$ cat config.mk
export PLATFORM = sky130hd
export DESIGN_NAME = multicycle_fsm
export DESIGN_NICKNAME = d
export VERILOG_FILES = /design/src/rtl/simplearm_pkg.sv /design/src/rtl/multicycle_fsm.sv
export SDC_FILE = /design/constraint.sdc
export NUM_CORES = 1
export LEC_CHECK = 0
export ABC_AREA = 1
export CAP_MARGIN = 40
export CORE_MARGIN = 1.5
export CORE_UTILIZATION = 39
export CTS_CLUSTER_SIZE = 30
export DETAILED_ROUTE_END_ITERATION = 8
export PLACE_DENSITY = 0.84
export SYNTH_ARGS = -nofsm -noshare
export SYNTH_HDL_FRONTEND = slang
export SYNTH_SLANG_ARGS = --single-unit
$ cat constraint.sdc
create_clock -name clk -period 2.1 [get_ports clk]
set_input_delay 0.21 -clock clk [delete_from_list [all_inputs] [get_ports clk]]
set_output_delay 0.21 -clock clk [all_outputs]
set_load 0.005 [all_outputs]
$ cat src/rtl/simplearm_pkg.sv
// Shared types for the simple multicycle ARM control path.
// Latency: n/a (types and constants only).
// Backpressure: n/a.
// Contents: controller state enum, instruction-class opcodes and the
//           AdrSrc / ALUSrcB / ResultSrc mux encodings.
package simplearm_pkg;

    typedef enum logic [3:0] {
        FETCH,
        DECODE,
        MEMADR,
        MEMRD,
        MEMWB,
        MEMWR,
        EXECR,
        EXECI,
        ALUWB,
        BRANCH
    } state_t;

    // Instr[27:26] instruction classes
    localparam logic [1:0] OP_DP  = 2'b00;
    localparam logic [1:0] OP_MEM = 2'b01;
    localparam logic [1:0] OP_BR  = 2'b10;

    // Memory address source
    localparam logic       ADR_PC     = 1'b0;
    localparam logic       ADR_ALUOUT = 1'b1;

    // ALU A operand source
    localparam logic       SRCA_RD1 = 1'b0;
    localparam logic       SRCA_PC  = 1'b1;

    // ALU B operand source
    localparam logic [1:0] SRCB_RD2  = 2'b00;
    localparam logic [1:0] SRCB_IMM  = 2'b01;
    localparam logic [1:0] SRCB_FOUR = 2'b10;

    // Register-file / PC write-back source
    localparam logic [1:0] RES_ALUOUT    = 2'b00;
    localparam logic [1:0] RES_DATA      = 2'b01;
    localparam logic [1:0] RES_ALURESULT = 2'b10;

endpackage

$ cat src/rtl/multicycle_fsm.sv
// Main controller of the multicycle ARM datapath (Moore FSM, one state per step).
// Latency: LDR 5, STR 4, DP 4, B 3 cycles minimum; FETCH/MEMRD/MEMWR stall on mem_ready.
// Backpressure: mem_req is held until mem_ready; mem_ready is ignored when mem_req=0.
// Ports: clk/reset (async, active high); Op/Funct/Rd instruction fields; CondEx
//        condition-passed; mem_ready/mem_req memory handshake; write enables,
//        datapath mux selects, ALUOp/NoWrite, retire and illegal pulses.
module multicycle_fsm
    import simplearm_pkg::*;
(
    input  logic       clk,
    input  logic       reset,
    input  logic [1:0] Op,
    input  logic [5:0] Funct,
    input  logic [3:0] Rd,
    input  logic       CondEx,
    input  logic       mem_ready,
    output logic       mem_req,
    output logic       IRWrite,
    output logic       PCWrite,
    output logic       RegW,
    output logic       MemW,
    output logic       AdrSrc,
    output logic       ALUSrcA,
    output logic [1:0] ALUSrcB,
    output logic [1:0] ResultSrc,
    output logic       ALUOp,
    output logic       NoWrite,
    output logic       retire,
    output logic       illegal
);

    state_t state;
    state_t next_state;
    logic   dp_nowrite;

    // Funct[2:1] only matter to the ALU decoder, not to sequencing.
    logic   unused_funct;
    assign unused_funct = &{1'b0, Funct[2:1]};

    // CMP/TST: flags only, no register (or PC) write-back
    assign dp_nowrite = (Funct[4:3] == 2'b10);

    always_ff @(posedge clk or posedge reset) begin
        if (reset) begin
            state <= FETCH;
        end else begin
            state <= next_state;
        end
    end

    always_comb begin
        next_state = state;
        case (state)
            FETCH:  if (mem_ready) next_state = DECODE;
            DECODE: begin
                case (Op)
                    OP_MEM:  next_state = MEMADR;
                    OP_DP:   next_state = Funct[5] ? EXECI : EXECR;
                    OP_BR:   next_state = BRANCH;
                    default: next_state = FETCH;
                endcase
            end
            MEMADR: next_state = Funct[0] ? MEMRD : MEMWR;
            MEMRD:  if (mem_ready) next_state = MEMWB;
            MEMWB:  next_state = FETCH;
            // A store whose condition failed never touches memory
            MEMWR:  if (!CondEx || mem_ready) next_state = FETCH;
            EXECR:  next_state = ALUWB;
            EXECI:  next_state = ALUWB;
            ALUWB:  next_state = FETCH;
            BRANCH: next_state = FETCH;
            default: next_state = FETCH;
        endcase
    end

    always_comb begin
        mem_req   = 1'b0;
        IRWrite   = 1'b0;
        PCWrite   = 1'b0;
        RegW      = 1'b0;
        MemW      = 1'b0;
        AdrSrc    = ADR_PC;
        ALUSrcA   = SRCA_RD1;
        ALUSrcB   = SRCB_RD2;
        ResultSrc = RES_ALUOUT;
        ALUOp     = 1'b0;
        retire    = 1'b0;
        illegal   = 1'b0;
        case (state)
            FETCH: begin
                mem_req   = 1'b1;
                AdrSrc    = ADR_PC;
                ALUSrcA   = SRCA_PC;
                ALUSrcB   = SRCB_FOUR;
                ResultSrc = RES_ALURESULT;
                IRWrite   = mem_ready;
                PCWrite   = mem_ready;
            end
            DECODE: begin
                // PC+8 read for R15 operands
                ALUSrcA   = SRCA_PC;
                ALUSrcB   = SRCB_FOUR;
                ResultSrc = RES_ALURESULT;
                illegal   = (Op == 2'b11);
            end
            MEMADR: begin
                ALUSrcA = SRCA_RD1;
                ALUSrcB = SRCB_IMM;
            end
            MEMRD: begin
                mem_req = 1'b1;
                AdrSrc  = ADR_ALUOUT;
            end
            MEMWB: begin
                ResultSrc = RES_DATA;
                RegW      = CondEx;
                retire    = 1'b1;
            end
            MEMWR: begin
                mem_req = CondEx;
                AdrSrc  = ADR_ALUOUT;
                MemW    = CondEx;
                retire  = !CondEx || mem_ready;
            end
            EXECR: begin
                ALUSrcA = SRCA_RD1;
                ALUSrcB = SRCB_RD2;
                ALUOp   = 1'b1;
            end
            EXECI: begin
                ALUSrcA = SRCA_RD1;
                ALUSrcB = SRCB_IMM;
                ALUOp   = 1'b1;
            end
            ALUWB: begin
                ResultSrc = RES_ALUOUT;
                ALUOp     = 1'b1;
                RegW      = CondEx && !dp_nowrite;
                PCWrite   = CondEx && !dp_nowrite && (Rd == 4'hF);
                retire    = 1'b1;
            end
            BRANCH: begin
                ALUSrcA   = SRCA_RD1;
                ALUSrcB   = SRCB_IMM;
                ResultSrc = RES_ALURESULT;
                PCWrite   = CondEx;
                retire    = 1'b1;
            end
            default: ;
        endcase
        NoWrite = ALUOp && dp_nowrite;
        // State is already FETCH during reset; keep every side effect quiet
        if (reset) begin
            mem_req = 1'b0;
            IRWrite = 1'b0;
            PCWrite = 1'b0;
            RegW    = 1'b0;
            MemW    = 1'b0;
            retire  = 1'b0;
            illegal = 1'b0;
        end
    end

endmodule

==> results of run 1 <==
-- area by class of cell --
type / count / area, um^2
multi-input combinational: 61 / 359
sequential: 4 / 104
tap: 15 / 18.8
fill: 99 / 358
clock buffer: 3 / 22.5
timing repair buffer: 37 / 353
inverter: 18 / 70.1
-- worst paths after layout --
kind                             to  cells past startpoint  slack, ns
min                        state[2]                      2       0.44
min reg2reg                state[3]                      2       0.64
max                          retire                      7       0.04
max reg2reg                state[0]                      7       0.77
max in group asynchronous  state[3]                      2       1.47
min in group clk           state[3]                      2       0.56
-- synth_stat cells, types with 3 or more instances --
cell type | number | area (um^2)
inv_1 | 12 | 45.0
inv_2 | 6 | 22.5
nor2_2 | 5 | 31.3
dfrtp_1 | 4 | 100
nand3_1 | 4 | 20.0
o21ai_2 | 3 | 26.3
nand2_1 | 19 | 71.3
a21oi_1 | 3 | 15.0
nor2_1 | 7 | 26.3
nor2_4 | 3 | 33.8
-- metrics by stage --
stage | total power (uW) | setup TNS, ns
final | 1220 | 0
after global placement | 911 | 0
after CTS | 1090 | 0
after detailed placement | 929 | 0
after global routing | 1290 | -0.0417
after floorplan | 608 | 0
-- worst max-delay path: stages, from the launching register on --
cell and delay (ns):
dfrtp_1 0.41, inv_2 0.09, nor2_4 0.12, inv_2 0.08, nor2_2 0.14, o21ai_1 0.12
a21oi_2 0.13, clkdlybuf4s50_1 0.51
-- layer usage --
metal	up-vias	part of all wire	global-route usage
met3	7	0.074	0.0682
met1	325	0.39	0.304
met2	38	0.51	0.422
li1	345	-	-
met4	0	0.026	0.198
met5	-	0	0
-- cell families after synthesis --
logic type / Yosys count / synth area share
buffers and inverters: 19 / 0.136
DFF: 4 / 0.190
AOI/OAI and AO/OA: 15 / 0.198
and+or+nand+nor: 46 / 0.476
-- where the power goes --
| part | total, uW | switching, uW | internal (uW) | leakage [uW] |
|---|---|---|---|---|
| Combinational | 926 | 461 | 464 | 0.000398 |
| Clock | 111 | 46.2 | 64.9 | 0.0000138 |
| Sequential | 182 | 67.7 | 115 | 0.0000477 |
-- timing repair --
item / 4_1_cts / 5_1_grt
pin swaps: 1 / 2
gates resized for setup: 1 / 6
buffers inserted: 2 / 6
setup endpoints to repair: 2 / 6
gates cloned: 0 / 0
==> results.md, run 1 <==
- Status: complete, no violations
- Row cnt: 13
- GR Overflow Total: 0
- Power per Cell Area: roughly 1300 nW/um^2
- Max_cap viols: 0
- Final nets: between 100 and 150
- Top-Level Pins: 31
- Setup-failing EPs final: 0
- Pre-Repair DR Iteration Count: 4
- Largest net degree at the start of global routing: 9
- Bufs on Longest Clock Path: 2
- Largest Register: state
- Flop and latch count out of synthesis: 4
- Finished Layout Cells: roughly 140
- Final GP Congestion: ~0.85
- Critical Path Source Type: register
- Clk slew on worst S/H paths: about 0.05 ns
- Launch point of the worst reg-to-reg path: state[3]
- Initial antenna violation count: 0
- Commonest non-fill, non-tap cell in the layout: clkdlybuf4s50_1
- Critical Path Start: state[2]
- Vias per cell: 5.18
- Rel. slew slack: 0.743
- Worst hold slack: 0.444 ns
- Hold crit path type: in2async
- Hold Vio Cnt, Final: 0
- Worst-skew pair later-pin latency: 0.25 ns
- IO buf count: 28
- CP arrival: between 1.5 and 2 ns
- Largest regs: state: 4 flops
- Antenna viol nets, final: 0
- Final setup margin: approximately 0.042 ns
- Clock Skew: ~0.0042 ns
- Core Box Area: around 1300 um^2
- CTS buffer count: 3
- Cell variety after synth: 23
- Die area: about 1600 um^2
- Worst EP required: approximately 1.9 ns
- Worst VDD drop: roughly 860 uV
- Drt drc: 0
- Share of layout cells above drive strength 1: 0.325
- Slew Limit Fails: 0
- Leakage power total: between 0.0004 and 0.0005 uW
- Vias: between 700 and 800
- Fin area: ~930 um^2
- Mean area per synthesized cell: between 6 and 7 um^2
- Sequential area share after synthesis: 0.190
- Async SR Flop Fraction: 1.00
- Crit path max fanout: 4
- Htree depth: 1
- Ys Warns: 0
- Commonest cells after routing, fill and taps aside: 26 x clkdlybuf4s50_1, 19 x nand2_1, 12 x inv_1, 9 x buf_4, 7 x nor2_1
- Vias in the first global route: between 600 and 700
- Net Count, Synth: 100
- First-pass GRT wire length: around 2700 um
- DR WL/cell: approximately 14 um
- CTS Sinks: 4
- Clock root buffer: clkbuf_4
- Area grow syn2layout: 76.4%
- Die width: 39.7 um
- EDFF count, synth: 0
- Synthesized area: roughly 530 um^2
- CTS Hold Bufs: 0
- Minimum clock period: between 2 and 2.5 ns
- Hpwl dp: approximately 1300 um
- CTS tree: done
- Die Y: ~40 um
- Worst Tran Pin Value: between 0.3 and 0.4 ns
- Cells after DPL: 127
- ANT cells: 0
- Critical path class: reg2out
- Cell count after synthesis: 84
- Prevailing post-synth register cell: dfrtp_1
- F_max: 486 MHz
- Post-Place Setup Slack: between 0.15 and 0.2 ns
- Placed Area: just over 800 um^2
- CP endpoint kind: primary output
- Util after Layout: 0.722
- Global Route Usage Sum: 0.268
- Routed WL: roughly 1900 um
- Period utilisation layout: 0.980
- DRT iter0 DRCs: 32
- Max reg flops: 4
- Initial Util: 0.409
Power figures use the tool's default switching activity.
==> run 2, diff against run 1 <==
--- a/config.mk
+++ b/config.mk
@@ -9,6 +9,7 @@
 export CAP_MARGIN = 40
 export CORE_MARGIN = 1.5
 export CORE_UTILIZATION = 39
+export CTS_CLUSTER_DIAMETER = 60
 export CTS_CLUSTER_SIZE = 30
 export DETAILED_ROUTE_END_ITERATION = 8
 export PLACE_DENSITY = 0.84
==> results of run 2 <==
No change in the layout: final DEF, timing and power equal those of run 1.
